<file path="src/rtl/piso_serial_tx.sv">
// Framed parallel-in/serial-out transmitter: start bit 0, DATA_W payload bits LSB first, stop bit 1.
// Every serial bit is held for CLKS_PER_BIT clocks; one word is accepted per valid/ready handshake.
module piso_serial_tx #(
  parameter int DATA_W       = 8,
  parameter int CLKS_PER_BIT = 4
) (
  input  logic              clk,
  input  logic              rst_n,
  input  logic [DATA_W-1:0] tx_data,
  input  logic              tx_valid,
  output logic              tx_ready,
  output logic              tx_serial,
  output logic              tx_busy,
  output logic              tx_done
);

  localparam int CW = $clog2(CLKS_PER_BIT) + 1;
  localparam int BW = $clog2(DATA_W) + 1;
  localparam logic [CW-1:0] CNT_LAST = CW'(CLKS_PER_BIT - 1);
  localparam logic [BW-1:0] BIT_LAST = BW'(DATA_W - 1);

  typedef enum logic [1:0] {IDLE, START, DATA, STOP} state_t;

  state_t            state_q, state_d;
  logic [CW-1:0]     cnt_q, cnt_d;
  logic [BW-1:0]     bit_q, bit_d;
  logic [DATA_W-1:0] shift_q, shift_d;
  logic              serial_q, serial_d;
  logic              done_q, done_d;
  logic              bit_end;
  logic [DATA_W-1:0] shift_nxt;

  assign bit_end   = (cnt_q == CNT_LAST);
  assign shift_nxt = shift_q >> 1;

  always_comb begin
    state_d  = state_q;
    cnt_d    = bit_end ? '0 : cnt_q + CW'(1);
    bit_d    = bit_q;
    shift_d  = shift_q;
    serial_d = serial_q;
    done_d   = 1'b0;
    unique case (state_q)
      IDLE: begin
        cnt_d    = '0;
        serial_d = 1'b1;
        if (tx_valid) begin
          state_d  = START;
          serial_d = 1'b0;
          shift_d  = tx_data;
          bit_d    = '0;
        end
      end
      START: begin
        if (bit_end) begin
          state_d  = DATA;
          serial_d = shift_q[0];
          bit_d    = '0;
        end
      end
      DATA: begin
        if (bit_end) begin
          if (bit_q == BIT_LAST) begin
            state_d  = STOP;
            serial_d = 1'b1;
          end else begin
            // Next payload bit is the LSB of the register after this shift.
            bit_d    = bit_q + BW'(1);
            shift_d  = shift_nxt;
            serial_d = shift_nxt[0];
          end
        end
      end
      STOP: begin
        if (bit_end) begin
          state_d = IDLE;
          done_d  = 1'b1;
        end
      end
      default: begin
        state_d  = IDLE;
        serial_d = 1'b1;
      end
    endcase
  end

  always_ff @(posedge clk or negedge rst_n) begin
    if (!rst_n) begin
      state_q  <= IDLE;
      cnt_q    <= '0;
      bit_q    <= '0;
      shift_q  <= '0;
      serial_q <= 1'b1;
      done_q   <= 1'b0;
    end else begin
      state_q  <= state_d;
      cnt_q    <= cnt_d;
      bit_q    <= bit_d;
      shift_q  <= shift_d;
      serial_q <= serial_d;
      done_q   <= done_d;
    end
  end

  assign tx_ready  = (state_q == IDLE);
  assign tx_busy   = (state_q != IDLE);
  assign tx_serial = serial_q;
  assign tx_done   = done_q;

endmodule

</file>
<file path="config.mk">
export PLATFORM = sky130hd
export DESIGN_NAME = piso_serial_tx
export DESIGN_NICKNAME = d
export VERILOG_FILES = /design/src/rtl/piso_serial_tx.sv
export SDC_FILE = /design/constraint.sdc
export NUM_CORES = 1
export LEC_CHECK = 0
export CAP_MARGIN = 20
export CORE_ASPECT_RATIO = 0.7
export CORE_MARGIN = 8
export CORE_UTILIZATION = 56
export CTS_CLUSTER_SIZE = 25
export DETAILED_ROUTE_END_ITERATION = 8
export GPL_ROUTABILITY_DRIVEN = 0
export GPL_TIMING_DRIVEN = 1
export PLACE_DENSITY = 0.89
export SETUP_SLACK_MARGIN = 0.1
export SLEW_MARGIN = 20
export SYNTH_ARGS = -nofsm -noshare
export SYNTH_HDL_FRONTEND = slang
export SYNTH_SLANG_ARGS = --single-unit
</file>
<file path="constraint.sdc">
create_clock -name clk -period 2.65 [get_ports clk]
set_input_delay 0.53 -clock clk [delete_from_list [all_inputs] [get_ports clk]]
set_output_delay 0.53 -clock clk [all_outputs]
set_load 0.03 [all_outputs]
</file>
# Word-level counts from Yosys, hierarchy flattened
# Index checks and enable logic that the tools add are counted.
# totals
register_bits,19
output_inout_bits,4
word_cells,51
# op_classes
addsub,2
n_eq_ne,11
muxes,24
n_reduce_logical,8
# op_table
cell,count
8-bit 2-to-1 mux,3
4-bit 2-to-1 mux,4
8-bit one-hot mux with 2 select lines,1
2-bit inequality test (second input constant),6
4-bit one-hot mux with 3 select lines,1
2-bit 2-to-1 mux,5
5-bit AND reduction,2
2-bit one-hot mux with 4 select lines,1
1-bit 2-to-1 mux,6
3-bit 2-to-1 mux,2
4-bit by 1-bit adder with 4-bit output (second input constant),1
2-bit == test (second input constant),2
4-bit by 3-bit == test with 1-bit output (second input constant),1
4-bit AND reduction,1
2-bit nonzero test,2
3-bit by 1-bit adder with 3-bit output (second input constant),1
3-bit by 2-bit == test with 1-bit output (second input constant),1
1-bit one-hot mux with 3 select lines,1
3-bit AND reduction,1
3-bit nonzero test,1
2-bit by 1-bit == test with 1-bit output (second input constant),1
2-bit zero test,1

# Depth between registers and ports, before layout
# Gate-level depths: netlist (run 1).
# depth
ltp_word,4
mapped_depth,8
depth_no_buf,6

# Worst setup path after synthesis (run 1)
# No wires, ideal clock.
# synth_path
path_type,reg-to-reg
from,register state_q[0]
to,register shift_q[0]
arrival_ns,1.831
t_required_ns,2.577
setup_slack_ns,0.746
path_stages_with_launch,8
n_path_buf,1
period_less_slack_ns,1.904
path_cell_list,dfrtp_1 -> inv_1 -> ha_1 -> nor2_1 -> a2111oi_4 -> buf_6 -> nor2_1 -> a21oi_2
# synth_via
elab_chain_cells,3
elab_cells_between_ends,8
classes_between,eq/ne (4); mux (1); reduce/logical (3)
# synth_rtl
element,line,rtl
"start, declared",24,"state_t state_q, state_d;"
"start signal, assigned",96,state_q <= state_d;
2-bit zero test *,-,
via tx_ready,11,"output logic tx_ready,"
2-bit inequality test (no source line) / 2-bit nonzero test (equally long branches),-,
4-bit AND reduction (no source line),-,
"end signal, assigned",99,shift_q <= shift_d;
"end, declared",27,"logic [DATA_W-1:0] shift_q, shift_d;"
# Mark *: on every way through the listed nets, which the timed path passes. The rest lies on a longest branch.
# A chain may end at the register's enable or synchronous reset.

# Final worst setup path (run 1)
# layout_path
from,register state_q[0]
to,output port tx_busy
# layout_via
elab_chain_cells,1
# layout_rtl
element,line,rtl
2-bit nonzero test,106,assign tx_busy = (state_q != IDLE);
"end, declared",13,"output logic tx_busy,"
# Every way passes these cells.

==> results.yml, run 1 <==
global_routing:
  grt_pass1_vias: 785
  total_track_usage: 0.127
  overflow: 0
  grt_antenna_before_repair: 0
  grt_pass1_wl_mm: 3.44
  grt_max_degree: 20
placed_design:
  postPlaceCellArea_um2: 1210
  dp.cells: 132
  place_hpwl_mm: 1.60
  place_worst_setup_slack_ps: 519
  port_buffers: 14
worst_setup_path:
  critical_path.endpoint_type: "primary output"
  cp_max_stage_cell: "sky130_fd_sc_hd__clkdlybuf4s50_1"
  cp_cell_sequence: "inv_1, ha_1, inv_1, clkdlybuf4s50_1"
  worst_path_most_repeated_cell: "sky130_fd_sc_hd__inv_1"
  crit_required_ps: 2120
  path_class: "reg -> out"
  r2r.worst_path.cells: 6
  reg2reg_to: "bit_q[3]"
  worstPathArrival_ps: 1860
  critPathMaxStageDelay_ps: 600
  critical_path.reg2reg.startpoint: "state_q[0]"
  critical_path.max_fanout: 9
  reg2reg_slack_ps: 590
  critPathLaunchType: "register"
power:
  total_switching_power_mw: 0.635
  seqPwrFrac: 0.333
  power_frac_clock: 0.098
  power_per_cell_area_nw_per_um2: 1200
  power.static_leakage_nw: 0.558
  power_report.internal_total_mw: 0.852
  vdd_ir_drop_max_mv: 0.802
  power_switching_share: 0.427
  combinational_cell_fraction_of_total_power: 0.568
sta:
  finalWorstPathRequiredPeriod_ps: 2390
  clock.fmax_ghz: 0.418
  final-setup-viol-count: 0
  fin_skew_ps: 11.6
  unrepaired_setup_endpoints_after_global_routing: "no"
  tightest_slew_ps: 492
  report.final.hold_viol_count: 0
  setup_total_negative_slack_ps: 0
  timing_max_transition_violations_final: 0
  timing.final.ws_setup_ps: 260
  share_of_the_clock_period_used_by_the_worst_path_after_layout: 0.902
  maxSlewHeadroom: 0.663
logic_synthesis:
  ys_warn_count: 0
  netlist_area_um2: 1050
  ys_dominant_reg_cell: "sky130_fd_sc_hd__dfrtp_1"
  synth_edf_count: 0
  synthCells: 96
  synth_top_area_frac: 0.429
  synth.net_count: 114
  yosys-top-cells-count: "18 x sky130_fd_sc_hd__dfrtp_1, 10 x sky130_fd_sc_hd__nor2_1, 8 x sky130_fd_sc_hd__mux2i_1, 7 x sky130_fd_sc_hd__ha_1, 6 x sky130_fd_sc_hd__inv_1"
  yosys.cell_count.top_type: "sky130_fd_sc_hd__dfrtp_1"
  synth_area_leader_cell: "sky130_fd_sc_hd__dfrtp_1"
  synth.area.top_cells: "sky130_fd_sc_hd__dfrtp_1 43%, sky130_fd_sc_hd__ha_1 8.3%, sky130_fd_sc_hd__mux2i_1 7.6%"
  ys_seq_area_frac: 0.454
  postSynth.asyncResetShare: 1.00
  yosysUniqueCellTypes: 34
  syn_avg_cell_area_um2: 10.9
  ys_seq_elements: 19
cells_and_area:
  areaGrowthSynthToFinish_pct: 18.4
  final_cells: 136
  final_layout_size_suffix_gt1_frac: 0.132
  final_area_um2: 1240
  final_net_count: 133
  insertedDiodeCount: 0
die:
  floorplan.initialDensity: 0.581
  number_of_core_rows: 13
  die_area_um2: 3540
  placeableCoreArea_um2: 1810
  die_x_um: 67.8
  floorplan.io_pins: 15
  chipHeight_um: 52.2
clock_network:
  worst_skew_pair_latency_ps: 300
  cts_tree: "built"
  cts.reportedPaths.clkPinSlew_ps: 110
  cts_root_buffer: "sky130_fd_sc_hd__clkbuf_4"
  cts.sink_count: 19
  cts_made_buffers: 3
  hold_buffers_post_cts: 0
  post_cts_buffers: 0
  number_of_buffers_between_clock_root_and_the_deepest_sink: 2
  cts_htree_levels: 1
routing:
  post-route-drc-count: 0
  drt_iter0_markers: 31
  first_pass_iters: 4
  ant_nets: 0
  num_vias: 759
  post_drt_via_cell_ratio: 5.58
  wire_per_inst_um: 15.4
  postRouteWirelength_mm: 2.09
hold_path:
  hold_depth: 1
  hold_class: "reg -> reg"
  hold-path-endpoint: "cnt_q[0]"
  min-delay-start: "cnt_q[0]"
run:
  maxCapViolCount: 0
status:
  status: "finished, final reports clean"
-- through the flow --
step           utilization  power (mW)  hold WS [ps]
2_1_floorplan            -        1.15           234
3_3_place_gp         0.672        1.30           431
3_5_place_dp         0.672        1.34           448
4_1_cts              0.687        1.49           463
5_1_grt              0.688        1.60           470
6_report             0.688        1.49           451
-- routing by layer --
metal | vias to the layer above | track usage | part of all wire | wire [um]
met2 | 18 | 0.214 | 0.47 | 984
li1 | 379 | - | - | -
met3 | 5 | 0.0513 | 0.045 | 94
met5 | - | 0 | 0 | 0
met4 | 0 | 0.0311 | 0.012 | 26
met1 | 357 | 0.148 | 0.47 | 983
-- what timing repair did --
item / CTS / global route
hold endpoints to repair: 0 / 0
endpoints found under the setup margin: 0 / 1
resized for setup: 0 / 1
-- cell families (layout without fill, tap and decap cells) --
group,Yosys count,after routing,synth area share
AND/OR/NAND/NOR,29,29,0.157
multiplexers,10,10,0.0977
AO/OA/AOI/OAI,22,22,0.161
buffers and inverters,9,27,0.0465
flip-flops,19,19,0.454
adder cells (fa/ha/maj),7,7,0.0834
-- how the worst max path moves through the flow --
stage                from          to  slack [ps]  cells past startpoint
6_report       state_q[0]     tx_busy         260                      4
2_1_floorplan  state_q[0]  shift_q[0]         750                      7
3_5_place_dp   state_q[0]    tx_ready         520                      3
4_1_cts        state_q[0]    tx_ready         180                      3
5_1_grt        state_q[0]     tx_busy         160                      4
3_3_place_gp   state_q[0]    tx_ready         590                      3
-- placed cells by master (no fill, tap or decap), drive strengths merged, types with 2 or more instances in the layout --
cell and instances:
a21oi 7, buf 3, clkbuf 4, clkdlybuf4s50 13, dfrtp 18, ha 7, inv 6, mux2 2
mux2i 8, nand2 3, nand2b 2, nand3 2, nor2 10, nor2b 2, nor3 2, o21ai 4
o31ai 4
-- flip-flops by register name, summed over array words and instances, names as in the netlist --
| signal | cells |
|---|---|
| bit_q | 4 |
| cnt_q | 3 |
| state_q | 2 |
| tx_serial | 1 |
| tx_done | 1 |
| shift_q | 8 |
-- worst max-delay path: cells and delay by family (launching register included) --
family	cells	cell delay, ps
flip-flops	1	420
adder cells (fa/ha/maj)	1	350
buffers and inverters	3	810
-- power groups by stage --
| stage | sequential (mW) | combinational [mW] | clock, mW |
|---|---|---|---|
| floorplan | 0.496 | 0.654 | 0 |
| global placement | 0.490 | 0.808 | 0 |
| detailed placement | 0.499 | 0.845 | 0 |
| CTS | 0.494 | 0.845 | 0.154 |
| global route | 0.508 | 0.929 | 0.165 |
| finish | 0.495 | 0.845 | 0.146 |
-- area by class of cell --
type | count | area (um^2)
fill | 136 | 563
sequential | 19 | 477
tap | 22 | 27.5
inverter | 6 | 22.5
timing repair buffer | 17 | 165
multi-input combinational | 68 | 524
clock buffer | 4 | 26.3
No activity file was read; power rests on OpenSTA's default activity.
==> inputs of run 2 (changes only) <==
--- a/config.mk
+++ b/config.mk
@@ -9,7 +9,7 @@
 export CORE_ASPECT_RATIO = 0.7
 export CORE_MARGIN = 8
 export CORE_UTILIZATION = 56
-export CTS_CLUSTER_SIZE = 25
+export CTS_CLUSTER_SIZE = 20
 export DETAILED_ROUTE_END_ITERATION = 8
 export GPL_ROUTABILITY_DRIVEN = 0
 export GPL_TIMING_DRIVEN = 1
@@ -19,3 +19,4 @@
 export SYNTH_ARGS = -nofsm -noshare
 export SYNTH_HDL_FRONTEND = slang
 export SYNTH_SLANG_ARGS = --single-unit
+export TNS_END_PERCENT = 5
==> results of run 2 <==
Final layout, timing and power as in run 1 (identical DEF).
==> inputs of run 3 (changes only) <==
--- a/config.mk
+++ b/config.mk
@@ -5,7 +5,7 @@
 export SDC_FILE = /design/constraint.sdc
 export NUM_CORES = 1
 export LEC_CHECK = 0
-export CAP_MARGIN = 20
+export CAP_MARGIN = 15
 export CORE_ASPECT_RATIO = 0.7
 export CORE_MARGIN = 8
 export CORE_UTILIZATION = 56
==> results of run 3 <==
Final layout, timing and power as in run 1 (identical DEF).
